==> src/rtl/game_pkg.sv <==
// Shared definitions for the maze game: direction bit positions, mover indices
// and the lookup scheduler state encoding.
package game_pkg;

    localparam int COORD_W = 10;
    localparam int PAC_IDX = 0;

    localparam logic [1:0] DIR_LEFT  = 2'd0;
    localparam logic [1:0] DIR_UP    = 2'd1;
    localparam logic [1:0] DIR_RIGHT = 2'd2;
    localparam logic [1:0] DIR_DOWN  = 2'd3;

    typedef enum logic [1:0] {
        IDLE = 2'd0,
        ARB  = 2'd1,
        WAIT = 2'd2
    } sched_state_e;

    function automatic int step_div(input int idx, input int pac_div, input int ghost_div);
        return (idx == PAC_IDX) ? pac_div : ghost_div;
    endfunction

endpackage

==> src/rtl/step_divider.sv <==
// Per-mover frame divider: flags a due step on every DIV-th frame tick while the
// game runs; clr restarts the count.
module step_divider #(
    parameter int DIV = 2
) (
    input  logic clk,
    input  logic reset,
    input  logic clr,
    input  logic tick,
    output logic due_set
);

    localparam int CNT_W = (DIV > 1) ? $clog2(DIV) : 1;
    localparam logic [CNT_W-1:0] LAST = CNT_W'(DIV - 1);

    logic [CNT_W-1:0] cnt_r;
    logic             wrap_s;

    // Wrap detection; the due flag is raised in the same edge the count wraps
    always_comb begin
        wrap_s  = (cnt_r == LAST);
        due_set = tick & ~clr & wrap_s;
    end

    // Frame counter
    always_ff @(posedge clk) begin
        if (reset) begin
            cnt_r <= {CNT_W{1'b0}};
        end else if (clr) begin
            cnt_r <= {CNT_W{1'b0}};
        end else if (tick) begin
            cnt_r <= wrap_s ? {CNT_W{1'b0}} : cnt_r + CNT_W'(1);
        end else begin
            cnt_r <= cnt_r;
        end
    end

endmodule

==> src/rtl/move_step_scheduler.sv <==
// Game-tick scheduler: divides frame ticks into per-mover steps and arbitrates the
// movers' accesses to the shared intersection ROM, returning can-go bits and step_en.
module move_step_scheduler
    import game_pkg::*;
#(
    parameter int N_REQ     = 4,
    parameter int COORD_W   = game_pkg::COORD_W,
    parameter int PAC_DIV   = 2,
    parameter int GHOST_DIV = 3
) (
    input  logic                     clk,
    input  logic                     reset,
    input  logic                     frame_tick,
    input  logic                     run,
    input  logic [N_REQ-1:0]         req,
    input  logic [N_REQ*COORD_W-1:0] req_x,
    input  logic [N_REQ*COORD_W-1:0] req_y,
    output logic [N_REQ-1:0]         gnt,
    output logic                     rom_en,
    output logic [COORD_W-1:0]       rom_addr_x,
    output logic [COORD_W-1:0]       rom_addr_y,
    input  logic [3:0]               rom_data,
    output logic [N_REQ-1:0]         rsp_valid,
    output logic [3:0]               rsp_dirs,
    output logic [N_REQ-1:0]         step_en,
    output logic                     overrun
);

    localparam int IDX_W = (N_REQ > 1) ? $clog2(N_REQ) : 1;
    localparam logic [N_REQ-1:0] ONE_HOT0 = {{(N_REQ-1){1'b0}}, 1'b1};

    sched_state_e       state_r, state_s;
    logic [N_REQ-1:0]   due_r, due_s, due_set_s, clr_mask_s;
    logic [IDX_W-1:0]   idx_r, sel_idx_s;
    logic               sel_found_s, grant_s;
    logic [N_REQ-1:0]   gnt_s;
    logic               rom_en_s;
    logic [COORD_W-1:0] addr_x_s, addr_y_s;
    logic [N_REQ-1:0]   rsp_valid_r, step_en_r;
    logic [3:0]         rsp_dirs_r;
    logic               overrun_r;

    genvar gi;
    generate
        for (gi = 0; gi < N_REQ; gi++) begin : g_div
            step_divider #(
                .DIV(step_div(gi, PAC_DIV, GHOST_DIV))
            ) u_div (
                .clk    (clk),
                .reset  (reset),
                .clr    (~run),
                .tick   (frame_tick),
                .due_set(due_set_s[gi])
            );
        end
    endgenerate

    // Fixed-priority pick of the lowest due mover (pacman wins)
    always_comb begin
        sel_idx_s   = {IDX_W{1'b0}};
        sel_found_s = 1'b0;
        for (int i = N_REQ - 1; i >= 0; i--) begin
            sel_idx_s   = due_r[i] ? IDX_W'(i) : sel_idx_s;
            sel_found_s = sel_found_s | due_r[i];
        end
    end

    // Next state, grant/ROM drive and due-clear mask
    always_comb begin
        state_s    = state_r;
        gnt_s      = {N_REQ{1'b0}};
        rom_en_s   = 1'b0;
        addr_x_s   = {COORD_W{1'b0}};
        addr_y_s   = {COORD_W{1'b0}};
        clr_mask_s = {N_REQ{1'b0}};
        grant_s    = 1'b0;
        case (state_r)
            IDLE: begin
                if ((due_r | due_set_s) != {N_REQ{1'b0}}) begin
                    state_s = ARB;
                end else begin
                    state_s = IDLE;
                end
            end
            ARB: begin
                if (sel_found_s && req[sel_idx_s]) begin
                    gnt_s    = ONE_HOT0 << sel_idx_s;
                    rom_en_s = 1'b1;
                    addr_x_s = req_x[sel_idx_s*COORD_W +: COORD_W];
                    addr_y_s = req_y[sel_idx_s*COORD_W +: COORD_W];
                    grant_s  = 1'b1;
                    state_s  = WAIT;
                end else if (sel_found_s) begin
                    // Mover not asking this step: drop its due bit and retry arbitration
                    clr_mask_s = ONE_HOT0 << sel_idx_s;
                    state_s    = ARB;
                end else if (due_set_s != {N_REQ{1'b0}}) begin
                    state_s = ARB;
                end else begin
                    state_s = IDLE;
                end
            end
            WAIT: begin
                clr_mask_s = ONE_HOT0 << idx_r;
                if (((due_r & ~clr_mask_s) | due_set_s) != {N_REQ{1'b0}}) begin
                    state_s = ARB;
                end else begin
                    state_s = IDLE;
                end
            end
            default: begin
                state_s = IDLE;
            end
        endcase
        // A fresh due arriving on a still-pending bit merges into it
        due_s = (due_r | due_set_s) & ~clr_mask_s;
    end

    // FSM state register
    always_ff @(posedge clk) begin
        if (reset) begin
            state_r <= IDLE;
        end else if (!run) begin
            state_r <= IDLE;
        end else begin
            state_r <= state_s;
        end
    end

    // Due mask, granted index, responses and overrun flag
    always_ff @(posedge clk) begin
        if (reset) begin
            due_r       <= {N_REQ{1'b0}};
            idx_r       <= {IDX_W{1'b0}};
            rsp_valid_r <= {N_REQ{1'b0}};
            step_en_r   <= {N_REQ{1'b0}};
            rsp_dirs_r  <= 4'd0;
            overrun_r   <= 1'b0;
        end else if (!run) begin
            due_r       <= {N_REQ{1'b0}};
            idx_r       <= idx_r;
            rsp_valid_r <= {N_REQ{1'b0}};
            step_en_r   <= {N_REQ{1'b0}};
            rsp_dirs_r  <= rsp_dirs_r;
            overrun_r   <= 1'b0;
        end else begin
            due_r     <= due_s;
            idx_r     <= grant_s ? sel_idx_s : idx_r;
            overrun_r <= |(due_r & due_set_s);
            if (state_r == WAIT) begin
                rsp_valid_r <= ONE_HOT0 << idx_r;
                step_en_r   <= ONE_HOT0 << idx_r;
                rsp_dirs_r  <= rom_data;
            end else begin
                rsp_valid_r <= {N_REQ{1'b0}};
                step_en_r   <= {N_REQ{1'b0}};
                rsp_dirs_r  <= rsp_dirs_r;
            end
        end
    end

    assign gnt        = gnt_s;
    assign rom_en     = rom_en_s;
    assign rom_addr_x = addr_x_s;
    assign rom_addr_y = addr_y_s;
    assign rsp_valid  = rsp_valid_r;
    assign rsp_dirs   = rsp_dirs_r;
    assign step_en    = step_en_r;
    assign overrun    = overrun_r;

endmodule
==> config.mk <==
export PLATFORM = sky130hd
export DESIGN_NAME = move_step_scheduler
export DESIGN_NICKNAME = d
export VERILOG_FILES = /design/src/rtl/game_pkg.sv /design/src/rtl/step_divider.sv /design/src/rtl/move_step_scheduler.sv
export SDC_FILE = /design/constraint.sdc
export NUM_CORES = 1
export LEC_CHECK = 0
export ABC_AREA = 1
export ABC_CLOCK_PERIOD_IN_PS = 2900
export BUFFER_PORTS_ARGS = -buffer_cell sky130_fd_sc_hd__clkbuf_2
export CAP_MARGIN = 20
export CORE_ASPECT_RATIO = 1.2
export CORE_MARGIN = 8
export CORE_UTILIZATION = 46
export CTS_CLUSTER_DIAMETER = 50
export DETAILED_ROUTE_END_ITERATION = 10
export PLACE_DENSITY = 0.87
export SLEW_MARGIN = 20
export SYNTH_ARGS = -nofsm -noshare
export SYNTH_HDL_FRONTEND = slang
export SYNTH_HIERARCHICAL = 1
export SYNTH_SLANG_ARGS = --single-unit
==> constraint.sdc <==
create_clock -name clk -period 2.9 [get_ports clk]
set_input_delay 0.725 -clock clk [delete_from_list [all_inputs] [get_ports clk]]
set_output_delay 0.725 -clock clk [all_outputs]
set_load 0.02 [all_outputs]
==> flow_metrics.env, run 1 <==
export IMPL_numCtsBuffers=3
export IMPL_cp_data_arrival_time_ns=2.02
export IMPL_grt_total_usage=0.222
export IMPL_num_rows=26
export IMPL_core_um2=4160
export IMPL_status="completed"
export IMPL_grt_pass1_vias=2344
export IMPL_hpwl_um=5920
export IMPL_fin_nets=529
export IMPL_hold_violations=0
export IMPL_clk_latency_ns=0.27
export IMPL_antenna_found_initial=0
export IMPL_cts_tree="built"
export IMPL_hold_class="flop to flop"
export IMPL_firstDrtPassIters=4
export IMPL_routed_via_count=2487
export IMPL_rrSetupSlack_ns=1.45
export IMPL_hold_start="rsp_dirs[0]"
export IMPL_synth_ff_latch_count=24
export IMPL_clock_path_buffers=2
export IMPL_drtAntennaViolNets=0
export IMPL_synth_mux_area_frac=0
export IMPL_crit_fanout=12
export IMPL_regArea_um2=482
export IMPL_syn_inst=309
export IMPL_synthSimpleGateAreaFrac=0.414
export IMPL_grt_pass1_wl_um=11400
export IMPL_cts_hold_repair_buffers=0
export IMPL_fp_dieW_um=75.4
export IMPL_io_pins=130
export IMPL_drc=0
export IMPL_fin_tns_setup_ns=0
export IMPL_routed_wl_um=7140
export IMPL_fin_crit_ns=2.75
export IMPL_rsz0062_at_grt="false"
export IMPL_power_leakage_nw=1.31
export IMPL_synth_compound_area_frac=0.210
export IMPL_synth_adder_area_share=0.0257
export IMPL_grt_overflow_total=0
export IMPL_end_kind="output pin"
export IMPL_r2r_start="due_r[1]"
export IMPL_clock_sinks=24
export IMPL_gp_congestion=0.923
export IMPL_post_cts_setup_buffer_count=0
export IMPL_setup_viol=0
export IMPL_syn_to_final_growth_pct=37.4
export IMPL_worst_slew_pin_slew_ns=0.486
export IMPL_fin_ws_ns=0.153
export IMPL_synth_cell_types=25
export IMPL_ir_drop_mv=0.297
export IMPL_vias_per_cell=5.10
export IMPL_min_period_over_period=0.947
export IMPL_p_per_area_nw_per_um2=257
export IMPL_netlist_area_um2=1940
export IMPL_synth_xor_area_frac=0
export IMPL_dieArea_um2=6570
export IMPL_critPathLaunchType="flop"
export IMPL_post_drt_wl_per_cell_um=14.6
export IMPL_fin_skew_ns=0.00573
export IMPL_slew_violations=0
export IMPL_syn_avg_cell_area_um2=6.29
export IMPL_grt_max_degree=21
export IMPL_synth_top_family_by_area="simple AND/OR/NAND/NOR gates"
export IMPL_numPortBuffers=129
export IMPL_drive_gt1_frac=0.398
export IMPL_ys_seq_area_frac=0.247
export IMPL_initial_core_util=0.467
export IMPL_cp_required_ns=2.17
export IMPL_critical_path_class="flop to output pin"
export IMPL_die_y_um=87.2
export IMPL_clk_pin_slew_worst_paths_ns=0.09
export IMPL_dr_first_iter_drc_count=165
export IMPL_max_freq_mhz=364
export IMPL_htreeDepth=1
export IMPL_utilization=0.642
export IMPL_antenna_cells=0
export IMPL_crit_start="due_r[1]"
export IMPL_yosys_warnings=6
export IMPL_syn_nets=405
export IMPL_place_ws_ns=0.199
export IMPL_fillers=394
export IMPL_multi_input_area_um2=1260
export IMPL_cts_root_buffer="clkbuf_8"
export IMPL_max_slew_margin=0.673
export IMPL_max_cap_viol_count=0
==> registers in the layout, summed over array words and instances, names as in the netlist <==
signal and count:
step_en 4, due_r 4, g_div.u_div/cnt_r 7, idx_r 2, state_r 2, rsp_dirs 4, overrun 1
==> report_power, final <==
group | switching [mW] | internal (mW)
Sequential | 0.00436 | 0.334
Combinational | 0.0570 | 0.0617
Clock | 0.108 | 0.121
==> logic make-up (layout without fill, tap and decap cells) <==
group | after synthesis | after routing
AO/OA/AOI/OAI | 44 | 44
adder cells (fa/ha/maj) | 4 | 4
AND/OR/NAND/NOR | 193 | 193
buffers and inverters | 44 | 167
flip-flops | 24 | 24
==> worst max-delay path, stage by stage (launching register included) <==
cell and delay (ns):
dfxtp_1 0.51, nor2_4 0.09, nand2_1 0.13, nor2_2 0.08, nor2_4 0.14, nand3_4 0.16
buf_4 0.23, a41oi_1 0.19, clkbuf_2 0.21
==> layer usage <==
layer | part of all wire | up-vias | track usage
li1 | - | 1242 | -
met1 | 0.38 | 1101 | 0.258
met2 | 0.49 | 126 | 0.371
met3 | 0.11 | 18 | 0.0565
met4 | 0.025 | 0 | 0.0858
met5 | 0 | - | 0
==> final timing paths <==
| check | end | depth (start not counted) |
|---|---|---|
| max | rom_addr_y[1] | 8 |
| max reg2reg | state_r[0] | 9 |
| min reg2reg | rsp_dirs[0] | 2 |
| min | rsp_dirs[0] | 2 |
==> cell usage after synthesis <==
| cell type | instances | share of area |
|---|---|---|
| or2_2 | 1 | 0.0032 |
| inv_2 | 4 | 0.0077 |
| nor4_1 | 1 | 0.0032 |
| buf_6 | 2 | 0.012 |
| nor2_1 | 40 | 0.077 |
| a41oi_2 | 14 | 0.12 |
| nor2_4 | 2 | 0.012 |
| nand3_1 | 10 | 0.026 |
| ha_1 | 4 | 0.026 |
| a41oi_1 | 7 | 0.032 |
| buf_2 | 3 | 0.0077 |
| a32o_1 | 1 | 0.0051 |
| nand2_1 | 126 | 0.24 |
| o21ai_0 | 9 | 0.023 |
| nand4_1 | 2 | 0.0064 |
| nor2_2 | 8 | 0.026 |
| nand3b_1 | 1 | 0.0039 |
| a21oi_1 | 12 | 0.031 |
| clkbuf_1 | 7 | 0.014 |
| buf_4 | 4 | 0.015 |
| o21ai_1 | 1 | 0.0026 |
| dfxtp_1 | 24 | 0.25 |
| inv_1 | 24 | 0.046 |
| nor3_2 | 1 | 0.0051 |
| nand3_4 | 1 | 0.0090 |
==> stage by stage <==
stage	power (mW)	area (um2)	hold WS [ns]	std cells
global route	0.721	2670	0.517	488
floorplan	0.391	1940	0.460	309
global placement	0.461	2610	0.468	484
finish	0.687	2670	0.496	488
detailed placement	0.464	2610	0.479	484
CTS	0.691	2670	0.497	488
==> repair_timing <==
| action | 4_1_cts | 5_1_grt |
|---|---|---|
| gates resized for setup | 0 | 2 |
| hold endpoints to repair | 0 | 0 |
| setup endpoints to repair | 0 | 2 |
==> area by class of cell <==
type	instances	area share
Multi-Input combinational cell	241	0.474
Timing Repair Buffer	135	0.259
Inverter	28	0.0407
Tap cell	56	0.0262
Clock buffer	4	0.0206
Sequential cell	24	0.180
==> cell usage in the layout, fill, tap and decap left out, types with 4 or more instances in the layout <==
cell	n
a41oi_1	7
a41oi_2	14
nor2_2	8
nand3_1	10
o21ai_0	9
inv_2	4
clkbuf_2	129
dfxtp_1	23
ha_1	4
nor2_1	40
clkbuf_8	4
nand2_1	126
a21oi_1	12
inv_1	23
buf_4	6
Power figures use the tool's default switching activity.
==> inputs of run 2 (changes only) <==
==> constraint.sdc (replaced) <==
create_clock -name clk -period 2.9 [get_ports clk]
set_input_delay 0.725 -clock clk [delete_from_list [all_inputs] [get_ports clk]]
set_output_delay 0.725 -clock clk [all_outputs]
set_load 0.005 [all_outputs]
==> run 2 against run 1 <==
  * Largest cell class unchanged
  * Worst hold slack lost 0.0052 ns
  * Cell area down 0.66%
  * Largest power group unchanged
  * Die area did not move
  * Clock skew decreased by 0.0036 ns
  * Sequential share of layout area up 0.12 points
  * Register-to-register slack about the same
  * Non-clock buffer count stayed put
  * Clock-buffer cell count down 1
  * Total power down 5.6%
  * Clock power down 17%
  * Critical endpoint is now rom_addr_y[2]
  * Setup slack gained 0.10 ns
  * Critical path depth grew 1
==> flow_metrics.env, run 2 (synthesis gave the netlist of run 1 again) <==
export IMPL_status="completed"
export IMPL_max_slew_margin=0.697
export IMPL_fin_ws_ns=0.255
export IMPL_hold_class="flop to flop"
export IMPL_place_ws_ns=0.240
export IMPL_hold_violations=0
export IMPL_fillers=414
export IMPL_post_cts_setup_buffer_count=0
export IMPL_grt_pass1_vias=2493
export IMPL_initial_core_util=0.467
export IMPL_critPathTopFamily="simple AND/OR/NAND/NOR gates"
export IMPL_crit_end="rom_addr_y[2]"
export IMPL_fin_tns_setup_ns=0
export IMPL_worstRegToRegCells=10
export IMPL_drc=0
export IMPL_layout_common_cells="129 x clkbuf_2, 126 x nand2_1, 40 x nor2_1"
export IMPL_clock_path_buffers=2
export IMPL_antenna_cells=0
export IMPL_r2r_start="due_r[3]"
export IMPL_max_stage_delay_ns=0.23
export IMPL_cts_root_buffer="clkbuf_8"
export IMPL_clk_latency_ns=0.26
export IMPL_drtAntennaViolNets=0
export IMPL_clock_sinks=24
export IMPL_cp_num_buf_inv=4
export IMPL_crit_fanout=10
export IMPL_fp_dieW_um=75.4
export IMPL_worst_slew_pin_slew_ns=0.450
export IMPL_max_freq_mhz=378
export IMPL_rrSetupSlack_ns=1.46
export IMPL_final_common_cell="clkbuf_2"
export IMPL_io_pins=130
export IMPL_largest_register_ffs=7
export IMPL_slew_violations=0
export IMPL_numCtsBuffers=3
export IMPL_gp_congestion=0.876
export IMPL_ir_drop_mv=0.280
export IMPL_numPortBuffers=129
export IMPL_core_um2=4160
export IMPL_routed_wl_um=6970
export IMPL_post_drt_wl_per_cell_um=14.3
export IMPL_cp_data_arrival_time_ns=1.92
export IMPL_critical_path_class="input pin to output pin"
export IMPL_syn_to_final_growth_pct=36.5
export IMPL_crit_start="req[1]"
export IMPL_top_register="g_div.u_div/cnt_r"
export IMPL_max_cap_viol_count=0
export IMPL_setup_viol=0
export IMPL_firstDrtPassIters=5
export IMPL_fin_nets=529
export IMPL_crit_slowest_cell="buf_4"
export IMPL_min_period_over_period=0.912
export IMPL_r2r_end="state_r[0]"
export IMPL_rsz0062_at_grt="false"
export IMPL_antenna_found_initial=0
export IMPL_cts_tree="built"
export IMPL_cts_hold_repair_buffers=0
export IMPL_power_leakage_nw=1.32
export IMPL_dr_first_iter_drc_count=103
export IMPL_critPathLaunchType="input pin"
export IMPL_dieArea_um2=6570
export IMPL_num_rows=26
export IMPL_grt_max_degree=22
export IMPL_clk_pin_slew_worst_paths_ns=0.08
export IMPL_cp_required_ns=2.17
export IMPL_end_kind="output pin"
export IMPL_grt_total_usage=0.211
export IMPL_routed_via_count=2480
export IMPL_grt_pass1_wl_um=11000
export IMPL_drive_gt1_frac=0.394
export IMPL_vias_per_cell=5.09
export IMPL_crit_chain="clkbuf_2 -> inv_1 -> nand3_1 -> nand3_1 -> nor2_4 -> nand3_4 -> buf_4 -> a41oi_1 -> clkbuf_2"
export IMPL_fin_crit_ns=2.65
export IMPL_critical_path_depth=9
export IMPL_die_y_um=87.2
export IMPL_p_per_area_nw_per_um2=244
export IMPL_htreeDepth=1
export IMPL_fin_skew_ns=0.00212
export IMPL_hpwl_um=5930
export IMPL_grt_overflow_total=0
==> run 2: report_power, final <==
group	total, mW	leakage, nW	internal [mW]	switching (mW)
clock	0.192	0.0216	0.0929	0.0994
combinational	0.118	1.10	0.0617	0.0560
sequential	0.339	0.195	0.334	0.00450
total	0.649	1.32	0.489	0.160
==> run 2: cell type report <==
class / instances / area (um2) / area share
tap: 56 / 70.1 / 0.0264
clock buffer: 3 / 41.3 / 0.0156
inverter: 28 / 105 / 0.0396
timing repair buffer: 135 / 691 / 0.260
sequential: 24 / 482 / 0.182
multi-input combinational: 241 / 1260 / 0.477
==> run 2: worst min path at each step <==
stage | to | startpoint | slack, ns | cells past startpoint
2_1_floorplan | g_div[0].u_div/cnt_r | g_div[0].u_div/cnt_r | 0.46 | 2
3_3_place_gp | rsp_dirs[3] | rsp_dirs[3] | 0.47 | 2
3_5_place_dp | rsp_dirs[2] | rsp_dirs[2] | 0.48 | 2
4_1_cts | rsp_dirs[1] | rsp_dirs[1] | 0.49 | 2
5_1_grt | rsp_dirs[1] | rsp_dirs[1] | 0.51 | 2
6_report | rsp_dirs[2] | rsp_dirs[2] | 0.49 | 2
==> run 2: layer usage <==
metal  vias to the layer above  GRT usage  routed length, um
li1                       1247          -                  -
met1                      1074      0.209               2580
met2                       124      0.381               3330
met3                        35     0.0472                687
met4                         0      0.124                374
met5                         -          0                  0
==> run 2: what timing repair did <==
| action | in CTS | in global routing |
|---|---|---|
| endpoints found under the setup margin | 0 | 1 |
| endpoints found under the hold margin | 0 | 0 |
| gates resized for setup | 0 | 1 |
==> run 2: worst reg2reg max path: stages (launching register included) <==
cell and delay [ns]:
dfxtp_1 0.46, inv_1 0.07, nor2_1 0.09, nand2_1 0.09, nor2_2 0.19, inv_1 0.06
nand3_1 0.11, nand2_1 0.06, nand2_1 0.07, nand2_1 0.05, a21oi_1 0.13
==> run 2: through the flow <==
step	power, mW	utilization	std cells	cell area (um2)	hold WS [ns]
3_3_place_gp	0.460	0.627	484	2610	0.466
6_report	0.649	0.637	487	2650	0.491
4_1_cts	0.652	0.637	487	2650	0.492
5_1_grt	0.678	0.637	487	2650	0.510
2_1_floorplan	0.391	-	309	1940	0.460
3_5_place_dp	0.463	0.627	484	2610	0.477
==> inputs of run 3 (changes only) <==
--- a/config.mk
+++ b/config.mk
@@ -11,10 +11,10 @@
 export CAP_MARGIN = 20
 export CORE_ASPECT_RATIO = 1.2
 export CORE_MARGIN = 8
-export CORE_UTILIZATION = 46
+export CORE_UTILIZATION = 45
 export CTS_CLUSTER_DIAMETER = 50
 export DETAILED_ROUTE_END_ITERATION = 10
-export PLACE_DENSITY = 0.87
+export PLACE_DENSITY = 0.85
 export SLEW_MARGIN = 20
 export SYNTH_ARGS = -nofsm -noshare
 export SYNTH_HDL_FRONTEND = slang
==> constraint.sdc (replaced) <==
create_clock -name clk -period 2.9 [get_ports clk]
set_input_delay 0.725 -clock clk [delete_from_list [all_inputs] [get_ports clk]]
set_output_delay 0.725 -clock clk [all_outputs]
set_load 0.01 [all_outputs]
==> run 3 against run 2 <==
  * Register-to-register slack got worse by 0.09 ns
  * Clock power is essentially flat
  * Final cell count down 0.21%
  * First-iteration DRC count is 19% higher
  * Wire length rose by 0.59%
  * Critical endpoint is now rom_addr_y[0]
  * Largest cell class unchanged
==> flow_metrics.env, run 3 (synthesis gave the netlist of run 1 again) <==
export IMPL_status="completed"
export IMPL_holdWs_ns=0.496
export IMPL_p_switching_mw=0.160
export IMPL_cp_data_arrival_time_ns=1.96
export IMPL_r2r_start="due_r[0]"
export IMPL_fin_skew_ns=0.000882
export IMPL_hpwl_um=5990
export IMPL_grt_pass1_wl_um=11300
export IMPL_p_per_area_nw_per_um2=244
export IMPL_firstDrtPassIters=4
export IMPL_numPortBuffers=129
export IMPL_regArea_um2=482
export IMPL_min_period_over_period=0.927
export IMPL_p_int_mw=0.489
export IMPL_multi_input_area_um2=1260
export IMPL_syn_to_final_growth_pct=36.9
export IMPL_clk_pin_slew_worst_paths_ns=0.08
export IMPL_antenna_cells=0
export IMPL_fp_dieW_um=76.0
export IMPL_num_rows=26
export IMPL_final_area_um2=2660
export IMPL_max_freq_mhz=372
export IMPL_met1_usage=0.226
export IMPL_clk_latency_ns=0.26
export IMPL_crit_fanout=12
export IMPL_fin_crit_ns=2.69
export IMPL_dieArea_um2=6690
export IMPL_hold_class="flop to flop"
export IMPL_grt_total_usage=0.204
export IMPL_busiest_layer="met2"
export IMPL_grt_pass1_vias=2358
export IMPL_grt_max_degree=21
export IMPL_vias_per_cell=5.13
export IMPL_fin_tns_setup_ns=0
export IMPL_io_pins=130
export IMPL_cp_required_ns=2.17
export IMPL_initial_core_util=0.463
export IMPL_ctsResizeCount=0
export IMPL_largest_register_ffs=7
export IMPL_setup_viol=0
export IMPL_critical_path_class="flop to output pin"
export IMPL_use_met2=0.384
export IMPL_drtAntennaViolNets=0
export IMPL_worst_slew_pin_slew_ns=0.472
export IMPL_ir_drop_mv=0.245
export IMPL_post_cts_setup_buffer_count=0
export IMPL_dpl_cell_count=483
export IMPL_cts_tree="built"
export IMPL_max_slew_margin=0.682
export IMPL_hold_violations=0
export IMPL_clock_sinks=24
export IMPL_dpl_cell_area_um2=2620
export IMPL_critPathLaunchType="flop"
export IMPL_drive_gt1_frac=0.395
export IMPL_pwr_share_clk=0.296
export IMPL_final_common_cell="clkbuf_2"
export IMPL_numCtsBuffers=3
export IMPL_end_kind="output pin"
export IMPL_dr_first_iter_drc_count=123
export IMPL_cts_root_buffer="clkbuf_8"
export IMPL_slew_violations=0
export IMPL_use_met3=0.0411
export IMPL_max_cap_viol_count=0
export IMPL_top_register="g_div.u_div/cnt_r"
export IMPL_layout_common_cells="129 x clkbuf_2, 126 x nand2_1, 40 x nor2_1"
export IMPL_rsz0062_at_grt="false"
export IMPL_gp_congestion=0.904
export IMPL_power_leakage_nw=1.31
export IMPL_final_cells=486
export IMPL_clock_path_buffers=2
export IMPL_p_comb_frac=0.182
export IMPL_grt_overflow_total=0
export IMPL_fin_nets=528
export IMPL_post_drt_wl_per_cell_um=14.4
export IMPL_die_y_um=88.0
export IMPL_core_um2=4200
export IMPL_p_sw_frac=0.246
export IMPL_drc=0
export IMPL_antenna_found_initial=0
export IMPL_routed_via_count=2493
export IMPL_hold_start="rsp_dirs[0]"
export IMPL_htreeDepth=1
export IMPL_power_mw=0.648
export IMPL_routed_wl_um=7010
export IMPL_crit_start="due_r[1]"
export IMPL_cts_hold_repair_buffers=0
export IMPL_fillers=395
export IMPL_pwr_share_seq=0.522
==> run 3: critical path, cell delays in order (launching register included) <==
cell and delay (ns):
dfxtp_1 0.49, nor2_4 0.08, nand2_1 0.19, nor2_2 0.09, nor2_4 0.14, nand3_4 0.16, buf_12 0.20, a41oi_1 0.17
clkbuf_2 0.17
==> run 3: final cells by class <==
type | instances | share of cell area
sequential | 24 | 0.181
tap | 56 | 0.0263
multi-input combinational | 241 | 0.475
clock buffer | 3 | 0.0155
timing repair buffer | 134 | 0.261
inverter | 28 | 0.0409
==> run 3: metrics by stage <==
| step | setup slack (ns) | util |
|---|---|---|
| 3_5_place_dp | 0.283 | 0.623 |
| 5_1_grt | 0.0348 | 0.634 |
| 6_report | 0.212 | 0.634 |
| 2_1_floorplan | 0.619 | - |
| 3_3_place_gp | 0.304 | 0.623 |
| 4_1_cts | 0.153 | 0.633 |
==> run 3: power by group through the flow <==
stage                     clock, mW  sequential, mW  combinational [mW]
after floorplan                   0           0.345              0.0459
after global placement            0           0.346               0.114
after detailed placement          0           0.346               0.117
after CTS                     0.198           0.339               0.118
after global routing          0.215           0.340               0.132
final                         0.192           0.339               0.118
==> run 3: path summary, 6_finish.rpt <==
| check | end | slack, ns | cells after the start |
|---|---|---|---|
| setup / recovery | rom_addr_y[0] | 0.21 | 8 |
| hold reg to reg | rsp_dirs[0] | 0.50 | 2 |
| hold / removal | rsp_dirs[0] | 0.50 | 2 |
| setup reg to reg | state_r[1] | 1.37 | 7 |
==> run 3: metal layers <==
| metal | routed length [um] | up-vias | share of wire |
|---|---|---|---|
| li1 | - | 1245 | - |
| met1 | 2640 | 1110 | 0.38 |
| met2 | 3510 | 126 | 0.50 |
| met3 | 709 | 12 | 0.10 |
| met4 | 155 | 0 | 0.022 |
| met5 | 0 | - | 0 |
